==> src/rtl/sh_intc_gen.sv <==
// sh_intc_gen -- vectored interrupt controller for SH-family cores.
//
// Handles N_SRC maskable sources plus NMI. Each source has a 4-bit priority
// (IPR0-3) and an edge/level mode (EDGE). Pending bits are readable and, for
// edge-mode sources, write-1-to-clear (PEND). The highest-priority pending
// request above INT_MASK is presented to the CPU with a req/ack handshake.
//
// Optional feature macro: SH_INTC_VECREG_EN
//   defined   : VECR0-7 at offsets 0x20-0x3C hold per-source vectors
//   undefined : vectors are fixed at VEC_BASE+i, 0x20-0x3C read 0
//
// Ports:
//   CLK, RST_N        clock, asynchronous active-low reset
//   CE_R, CE_F        rising-phase (state) / falling-phase (read data) enables
//   NMI_N             NMI pin
//   SRC_IRQ[N_SRC]    source requests, active high
//   INT_MASK[4]       CPU SR.I mask
//   INT_REQ/LVL/VEC   presented request, its level and vector
//   INT_ACK           CPU accepts the presented request
//   IBUS_*            register bus: address, write data, read data, byte
//                     enables, write, strobe, window hit, busy (always 0)
module sh_intc_gen #(
    parameter int          N_SRC       = 16,
    parameter logic [27:0] BASE_ADDR   = 28'h5FFFF80,
    parameter logic [7:0]  VEC_BASE    = 8'd64,
    parameter int          SYNC_STAGES = 2
) (
    input  logic             CLK,
    input  logic             RST_N,
    input  logic             CE_R,
    input  logic             CE_F,
    input  logic             NMI_N,
    input  logic [N_SRC-1:0] SRC_IRQ,
    input  logic [3:0]       INT_MASK,
    output logic             INT_REQ,
    output logic [3:0]       INT_LVL,
    output logic [7:0]       INT_VEC,
    input  logic             INT_ACK,
    input  logic [27:0]      IBUS_A,
    input  logic [31:0]      IBUS_DI,
    output logic [31:0]      IBUS_DO,
    input  logic [3:0]       IBUS_BA,
    input  logic             IBUS_WE,
    input  logic             IBUS_REQ,
    output logic             IBUS_ACT,
    output logic             IBUS_BUSY
);

    localparam int SW = (N_SRC > 1) ? $clog2(N_SRC) : 1;

    typedef enum logic [1:0] {S_IDLE, S_REQ, S_HOLD} state_t;

    state_t state, state_next;

    logic [SYNC_STAGES-1:0][N_SRC-1:0] src_sync;
    logic [SYNC_STAGES-1:0]            nmi_sync;
    logic [N_SRC-1:0] src_next, src_lvl, src_rise;
    logic             nmi_next, nmi_lvl, nmi_set;

    logic [3:0]       prio [N_SRC];
    logic [7:0]       vec_tab [N_SRC];
    logic [N_SRC-1:0] edge_mode, pend, pend_next, pend_w1c, clr_src, be_mask;
    logic             nmie, nmi_pend, clr_nmi;

    logic          win_valid, win_nmi;
    logic [3:0]    win_lvl;
    logic [7:0]    win_vec;
    logic [SW-1:0] win_src;

    logic          cur_nmi, cur_nmi_next;
    logic [SW-1:0] cur_src, cur_src_next;
    logic [3:0]    lvl_next;
    logic [7:0]    vec_next;

    logic [3:0]  word;
    logic        wr_en;
    logic [31:0] rd_data;
    logic        unused_addr;

    // ---------------- bus decode ----------------
    assign IBUS_ACT    = (IBUS_A[27:6] == BASE_ADDR[27:6]);
    assign IBUS_BUSY   = 1'b0;
    assign word        = IBUS_A[5:2];
    assign wr_en       = IBUS_REQ & IBUS_WE & IBUS_ACT;
    assign unused_addr = ^IBUS_A[1:0];

    // ---------------- synchronisers and edge detect ----------------
    // src_next is the value the synchronised level takes on the next CE_R,
    // so edges and level-mode pending update together with the level itself.
    assign src_lvl = src_sync[SYNC_STAGES-1];
    assign nmi_lvl = nmi_sync[SYNC_STAGES-1];

    generate
        if (SYNC_STAGES == 1) begin : g_sync_one
            assign src_next = SRC_IRQ;
            assign nmi_next = NMI_N;
        end else begin : g_sync_many
            assign src_next = src_sync[SYNC_STAGES-2];
            assign nmi_next = nmi_sync[SYNC_STAGES-2];
        end
    endgenerate

    assign src_rise = src_next & ~src_lvl;
    assign nmi_set  = nmie ? (nmi_next & ~nmi_lvl) : (~nmi_next & nmi_lvl);

    // NOTE: every always_comb output gets a default first, so no path can
    // leave it unassigned and infer a latch.
    always_comb begin
        be_mask = '0;
        for (int i = 0; i < N_SRC; i++) be_mask[i] = IBUS_BA[i/8];
    end

    // A new edge is OR-ed in last, so it wins over an ack-clear or W1C.
    assign pend_w1c  = (wr_en && word == 4'd5) ? (IBUS_DI[N_SRC-1:0] & be_mask & edge_mode) : '0;
    assign pend_next = (edge_mode & ((pend & ~(pend_w1c | clr_src)) | src_rise))
                     | (~edge_mode & src_next);

`ifndef SH_INTC_VECREG_EN
    always_comb begin
        for (int i = 0; i < N_SRC; i++) vec_tab[i] = VEC_BASE + 8'(i);
    end
`endif

    // ---------------- registers ----------------
    // NOTE: sequential state uses non-blocking assignments only; blocking
    // assignments stay inside always_comb.
    always_ff @(posedge CLK or negedge RST_N) begin
        if (!RST_N) begin
            src_sync  <= '0;
            nmi_sync  <= '0;
            edge_mode <= '0;
            pend      <= '0;
            nmie      <= 1'b0;
            nmi_pend  <= 1'b0;
            // NOTE: the priority file is reset entry by entry because IPR=0
            // is what keeps every source masked after reset.
            for (int i = 0; i < N_SRC; i++) prio[i] <= '0;
`ifdef SH_INTC_VECREG_EN
            for (int i = 0; i < N_SRC; i++) vec_tab[i] <= VEC_BASE + 8'(i);
`endif
        end else if (CE_R) begin
            src_sync[0] <= SRC_IRQ;
            nmi_sync[0] <= NMI_N;
            for (int k = 1; k < SYNC_STAGES; k++) begin
                src_sync[k] <= src_sync[k-1];
                nmi_sync[k] <= nmi_sync[k-1];
            end
            pend     <= pend_next;
            nmi_pend <= (nmi_pend & ~clr_nmi) | nmi_set;
            if (wr_en) begin
                for (int i = 0; i < N_SRC; i++)
                    if (word == 4'(i/8) && IBUS_BA[(i%8)/2])
                        prio[i] <= IBUS_DI[4*(i%8) +: 4];
                if (word == 4'd4)
                    edge_mode <= (edge_mode & ~be_mask) | (IBUS_DI[N_SRC-1:0] & be_mask);
                if (word == 4'd6 && IBUS_BA[0])
                    nmie <= IBUS_DI[0];
`ifdef SH_INTC_VECREG_EN
                for (int i = 0; i < N_SRC; i++)
                    if (word == 4'(8 + i/4) && IBUS_BA[i%4])
                        vec_tab[i] <= IBUS_DI[8*(i%4) +: 8];
`endif
            end
        end
    end

    // ---------------- arbitration ----------------
    // Strict '>' while scanning upward keeps the lowest index on a tie;
    // starting from INT_MASK enforces IPR > mask.
    always_comb begin
        win_valid = 1'b0;
        win_nmi   = 1'b0;
        win_lvl   = INT_MASK;
        win_vec   = '0;
        win_src   = '0;
        for (int i = 0; i < N_SRC; i++) begin
            if (pend[i] && prio[i] > win_lvl) begin
                win_valid = 1'b1;
                win_lvl   = prio[i];
                win_vec   = vec_tab[i];
                win_src   = SW'(i);
            end
        end
        if (nmi_pend) begin
            win_valid = 1'b1;
            win_nmi   = 1'b1;
            win_lvl   = 4'd15;
            win_vec   = 8'd11;
            win_src   = '0;
        end
    end

    // ---------------- request FSM ----------------
    always_comb begin
        state_next   = state;
        lvl_next     = INT_LVL;
        vec_next     = INT_VEC;
        cur_nmi_next = cur_nmi;
        cur_src_next = cur_src;
        clr_nmi      = 1'b0;
        clr_src      = '0;
        case (state)
            S_IDLE: begin
                if (win_valid) begin
                    lvl_next     = win_lvl;
                    vec_next     = win_vec;
                    cur_nmi_next = win_nmi;
                    cur_src_next = win_src;
                    state_next   = S_REQ;
                end
            end
            S_REQ: begin
                if (INT_ACK) begin
                    if (cur_nmi) clr_nmi = 1'b1;
                    else         clr_src[cur_src] = 1'b1;
                    state_next = S_HOLD;
                end else if (win_valid) begin
                    // Re-latch follows any change of winner without dropping INT_REQ.
                    lvl_next     = win_lvl;
                    vec_next     = win_vec;
                    cur_nmi_next = win_nmi;
                    cur_src_next = win_src;
                end else begin
                    state_next = S_IDLE;
                end
            end
            S_HOLD:  state_next = S_IDLE;
            default: state_next = S_IDLE;
        endcase
    end

    always_ff @(posedge CLK or negedge RST_N) begin
        if (!RST_N) begin
            state   <= S_IDLE;
            INT_LVL <= '0;
            INT_VEC <= '0;
            cur_nmi <= 1'b0;
            cur_src <= '0;
        end else if (CE_R) begin
            state   <= state_next;
            INT_LVL <= lvl_next;
            INT_VEC <= vec_next;
            cur_nmi <= cur_nmi_next;
            cur_src <= cur_src_next;
        end
    end

    assign INT_REQ = (state == S_REQ);

    // ---------------- read path ----------------
    always_comb begin
        rd_data = '0;
        case (word)
            4'd0, 4'd1, 4'd2, 4'd3: begin
                for (int i = 0; i < N_SRC; i++)
                    if (word == 4'(i/8)) rd_data[4*(i%8) +: 4] = prio[i];
            end
            4'd4: rd_data[N_SRC-1:0] = edge_mode;
            4'd5: rd_data[N_SRC-1:0] = pend;
            4'd6: rd_data[1:0]       = {nmi_lvl, nmie};
            default: begin
`ifdef SH_INTC_VECREG_EN
                for (int i = 0; i < N_SRC; i++)
                    if (word == 4'(8 + i/4)) rd_data[8*(i%4) +: 8] = vec_tab[i];
`endif
            end
        endcase
    end

    always_ff @(posedge CLK or negedge RST_N) begin
        if (!RST_N)
            IBUS_DO <= '0;
        else if (CE_F && IBUS_REQ && !IBUS_WE && IBUS_ACT)
            IBUS_DO <= rd_data;
    end

endmodule

==> config.mk <==
export PLATFORM = sky130hd
export DESIGN_NAME = sh_intc_gen
export DESIGN_NICKNAME = d
export VERILOG_FILES = /design/src/rtl/sh_intc_gen.sv
export SDC_FILE = /design/constraint.sdc
export NUM_CORES = 1
export LEC_CHECK = 0
export ABC_AREA = 1
export CELL_PAD_IN_SITES_DETAIL_PLACEMENT = 0
export CELL_PAD_IN_SITES_GLOBAL_PLACEMENT = 1
export CORE_ASPECT_RATIO = 1.5
export CORE_UTILIZATION = 26
export DETAILED_ROUTE_END_ITERATION = 10
export HOLD_SLACK_MARGIN = 0.03
export PLACE_DENSITY = 0.54
export SYNTH_ARGS = -nofsm -noshare
export SYNTH_HDL_FRONTEND = slang
export SYNTH_SLANG_ARGS = --single-unit
==> constraint.sdc <==
create_clock -name CLK -period 17.5 [get_ports CLK]
set_clock_uncertainty 0.15 [all_clocks]
set_input_delay 1.75 -clock CLK [delete_from_list [all_inputs] [get_ports CLK]]
set_output_delay 1.75 -clock CLK [all_outputs]
set_load 0.02 [all_outputs]
## Word level (Yosys, flattened, before mapping)

Index checks and enable logic that the tools add are counted.

- Add/sub/neg operators: 0
- Divide/modulo/power cells: 0
- Bitwise operators: 24
- Multipliers: 0
- Eq/ne operators: 11
- Magnitude comparators: 18
- Shift-type cells: 0
- Multiplexer cells: 113
- Reduce and logical (&&, ||, !) cells: 47

Operators by type and width:

| cell | number |
|---|---|
| $mux W4 | 52 |
| $mux W8 | 18 |
| $and A16 B16 Y16 | 7 |
| $mux W16 | 5 |
| $gt A4 B4 Y1 | 16 |
| $not A16 Y16 | 4 |
| $or A16 B16 Y16 | 4 |
| $pmux W14 S3 | 1 |
| $reduce_and A3 Y1 | 12 |
| $logic_and A1 B1 Y1 | 30 |
| $mux W1 | 26 |
| $eq A22 B21 Y1 const B | 1 |
| $pmux W4 S2 | 2 |
| $pmux W8 S2 | 1 |
| $eq A4 B3 Y1 const B | 3 |
| $eq A4 B2 Y1 const B | 2 |
| $pmux W2 S4 | 1 |
| $mux W7 | 1 |
| $mux W2 | 3 |
| $and A1 B1 Y1 | 5 |
| $lt A4 B5 Y1 const B | 1 |
| $demux W1 S4 | 1 |
| $eq A4 B1 Y1 const B | 1 |
| $ge A4 B1 Y1 const B | 1 |
| other kinds (12) | 15 |

- RAM bits: 0
- Memories: 0
- Latch bits: 0
- Memory bits (read-only): 0
- Flip-flop bits (word level): 183
- Input bits: 92

## Logic depth before layout (Yosys ltp)

- Depth after elaboration: 52
- Mapped depth: 142

## Worst setup path before layout

OpenSTA, ideal clock, no wires.

- Kind: input to register
- Start: input INT_MASK[3]
- End: register cur_nmi
- Setup time: 0.119 ns
- Stages: 137
- Path slack: 0.005 ns
- Required time: 17.231 ns
- Data arrival time: 17.227 ns
- Cells stage by stage: inv_1 ha_1 nand2_1 nor2_2 nor2_4 nand2_4 nand2_1 o21ai_0 ha_1 inv_1 o21bai_1 inv_2 nand2_4 nand2_4 nor2_1 a21oi_1 ha_1 inv_1 [... 101 more ...] inv_1 nand2_2 nand2_4 nand3_4 nand2_1 nand2_1 ha_1 a21oi_1 o211ai_1 nand2_1 nor2_1 inv_1 nand4_1 nor4_2 nand3_4 nand2_4 inv_2 o21a_1

- Longest elaborated chain between the ends: 52
- Elaborated cells between the ends (all ways): 67

RTL lines:

| item | RTL line | RTL |
|---|---|---|
| start, declared | 34 | `input logic [3:0] INT_MASK,` |
| $gt A4 B4 Y1 | 177 | `if (pend[i] && prio[i] > win_lvl) begin` |
| $logic_and A1 B1 Y1 | 177 |  |
| $mux W4 | 177 |  |
| $gt A4 B4 Y1 | 177 |  |
| $logic_and A1 B1 Y1 | 177 |  |
| $mux W4 | 177 |  |
| $gt A4 B4 Y1 | 177 |  |
| $logic_and A1 B1 Y1 | 177 |  |
| [... 36 more ...] | n/a |  |
| $mux W4 | 177 |  |
| $gt A4 B4 Y1 | 177 |  |
| $logic_and A1 B1 Y1 | 177 |  |
| $mux W1 * | 177 |  |
| $mux W1 * | 184 | `if (nmi_pend) begin` |
| $mux W1 * | n/a |  |
| $mux W1 | n/a |  |
| $pmux W1 S2 * | n/a |  |
| end signal, assigned | 243 | `cur_nmi <= cur_nmi_next;` |
| end, declared | 70 | `logic cur_nmi, cur_nmi_next;` |

Mark *: on every way between the ends. The rest lies on a longest branch, timed or not. The select of a mux whose other input is x is not followed.
A chain may end at the register's enable or synchronous reset.

## Worst setup path in the final report

Ends and elaborated chain as after synthesis.

==> flow_metrics.tcl <==
set metrics [dict create \
    global_route.usage.met2 0.3534 \
    rsz0062_at_grt "yes" \
    cp.required_ps 17710 \
    worst_setup_path_start_kind "input pin" \
    cap_violations 0 \
    worstSetupEndpointType "flop" \
    vias_per_cell 4.618 \
    n_antenna_cell 0 \
    clock_sink_count 179 \
    p_clk_frac 0.266 \
    tightest_slew_ps 894.0 \
    switching_share 0.3650 \
    peakVddDrop_mv 0.06137 \
    wire_per_inst_um 17.66 \
    first_global_vias 10520 \
    numCtsBuffers 17 \
    yosys_register_bits 179 \
    dieArea_um2 44090 \
    syn_area_per_cell_um2 7.720 \
    drtPass1Iterations 8 \
    rows 92 \
    critPathArrivalTime_ps 17210 \
    regArea_um2 4479 \
    gr-max-usage-layer "met2" \
    setup_viol 0 \
    grt_pass1_wl_mm 61.80 \
    syn_to_final_growth_pct 38.31 \
    drt_wl_total_mm 40.80 \
    synthDistinctLibCells 46 \
    port_buffers 132 \
    maxSlewViolCount 0 \
    power_frac_seq 0.286 \
    num-nets-final 1873 \
    p_sw_uw 590.0 \
    synth_top_cells_by_area "dfrtp_1 (40%), nand2_1 (12%), o21ai_0 (8.2%)" \
    power.density_nw_per_um2 104.0 \
    multi_input_area_um2 6312 \
    grt_max_degree 84 \
    cp_slowest_stage_delay_ps 330 \
    p_int_mw 1.027 \
    grt_util_met3 0.02084 \
    gp_congestion 0.8342 \
    synth_top_area_cell "dfrtp_1" \
    grt_usage 0.1897 \
    cp_slowest_cell "ha_1" \
    criticalPathCategory "input pin to flop" \
    finalHoldViolations 0 \
    ant_nets 0 \
    max_freq_ghz 0.05881 \
    yosysMostFrequentCell "nand2_1" \
    ys.flop_type "dfrtp_1" \
    synth_area_um2 11240 \
    grt-ovfl-total 0 \
    drive_above_1_share 0.2480 \
    h-tree-depth 4 \
    fillCellCount 4528 \
    period_needed_ps 17000 \
    finalCritPeriodShare 0.9716 \
    post-dp-hpwl_mm 32.18 \
    ys_seq_area_frac 0.3985 \
    initialDrtViolationCount 555 \
    start_util 0.2654 \
    status "completed" \
    antenna_found_initial 0 \
    grtUsageMet1 0.2177 \
    cts_hold_buf 0 \
    drc 0 \
    synth_edf_count 0 \
    vias 10670 \
    syn-instance-count 1456 \
    clockRootBuffer "clkbuf_16" \
    yosysWarnings 0 \
    hp-class "flop to flop" \
    die_h_um 256.7 \
    crit_path_max_fanout 8 \
    slew_headroom 0.4023 \
    p_comb_frac 0.448 \
    async_flop_share 1.000 \
    fp.dieW_um 171.8 \
    cts_tree "yes" \
    fin_setup_tns_ps 0 \
    num_io_pins 139 \
    cpMostUsedCell "nand2_4" \
    synth_common_cells "nand2_1 (357), inv_1 (197), o21ai_0 (185), dfrtp_1 (179), nand3_1 (88)" \
    core_area_um2 42360 \
    dp_worst_setup_slack_ps -1608 \
    final_util 0.3670 \
    p_leak_nw 7.229 \
    clk_pin_slew_ps 80 \
    synth_top_area_share 0.3985 \
    worst_slack_ps 496.7 \
    worst_skew_pair.late_latency_ps 460 \
    clockBufferDepth 2 \
]
## cells by family after synthesis
group	share of synthesized area
simple gates	0.2892
compound gates	0.1704
buf+inv	0.08927
flops	0.3985
fa+ha+maj	0.05231
other cells	0.0003336
## sequential cells by signal, indices dropped and copies added, names as in the netlist, 2 cells and up, named ones only
name	count
IBUS_DO	32
INT_LVL	4
INT_VEC	4
cur_src	4
nmi_sync	2
pend	16
prio	64
src_lvl	16
src_next	16
state	2
## area by class of cell
cell class,instances,share of cell area
inverter,205,0.05030
clock buffer,19,0.02913
sequential,179,0.2881
tap,564,0.04539
timing repair buffer,302,0.1691
clock inverter,12,0.01199
multi-input combinational,1029,0.4060
## worst paths after layout
path	depth (start not counted)	endpoint	startpoint	slack (ps)
setup / recovery	136	cur_nmi	INT_MASK[3]	500
hold / removal	2	src_lvl[1]	src_lvl[1]	320
setup reg to reg	134	cur_nmi	prio[63]	1420
hold reg to reg	2	src_lvl[1]	src_lvl[1]	320
max in group asynchronous	2	IBUS_DO[30]	RST_N	14730
min in group asynchronous	1	INT_LVL[2]	RST_N	1160
## layer usage
layer | part of all wire | vias up
met1 | 0.41 | 5063
met3 | 0.026 | 41
met4 | 0.031 | 0
li1 | - | 5383
met5 | 0 | -
met2 | 0.54 | 180
## cell usage in the layout, fill, tap and decap left out, drive strengths merged, types with 2 or more instances in the layout
| cell type | n |
|---|---|
| bufinv | 4 |
| nand4 | 21 |
| conb | 4 |
| inv | 210 |
| a221oi | 20 |
| nor2 | 79 |
| buf | 174 |
| o21bai | 24 |
| clkdlybuf4s50 | 126 |
| o22ai | 10 |
| nor3 | 8 |
| o21ai | 190 |
| clkinv | 3 |
| a31o | 2 |
| nor4 | 3 |
| nand3 | 112 |
| dfrtp | 179 |
| nand2 | 425 |
| a22oi | 13 |
| o31ai | 9 |
| o221ai | 3 |
| a21oi | 39 |
| o2111ai | 9 |
| o21a | 3 |
| ha | 47 |
| clkbuf | 21 |
## worst max-delay path: cells and delay by family
kind | cells | cell delay (ps)
fa+ha+maj | 16 | 4630
compound gates | 28 | 2910
buf+inv | 27 | 1530
simple gates | 65 | 6360
## per-stage QoR
stage	hold WS, ps	cells	power (mW)	cell area [um2]
global route	352.1	2310	1.723	15550
floorplan	291.7	1459	0.8191	11250
CTS	327.3	2283	1.537	14850
global placement	303.5	2247	1.086	14100
finish	323.2	2310	1.616	15550
detailed placement	308.4	2247	1.091	14100
## power groups by stage
| stage | sequential [mW] | combinational [mW] | clock (mW) |
|---|---|---|---|
| after floorplan | 0.472 | 0.348 | 0 |
| after global placement | 0.468 | 0.618 | 0 |
| after detailed placement | 0.468 | 0.623 | 0 |
| after CTS | 0.460 | 0.636 | 0.441 |
| after global routing | 0.466 | 0.801 | 0.457 |
| final | 0.462 | 0.724 | 0.431 |
## timing repair
action / CTS / global route
setup endpoints to repair: 15 / 15
gates resized for setup: 34 / 129
pin swaps: 40 / 83
buffers inserted: 5 / 29
gates cloned: 0 / 2
Note: power is estimated with default switching activity, not from simulation.
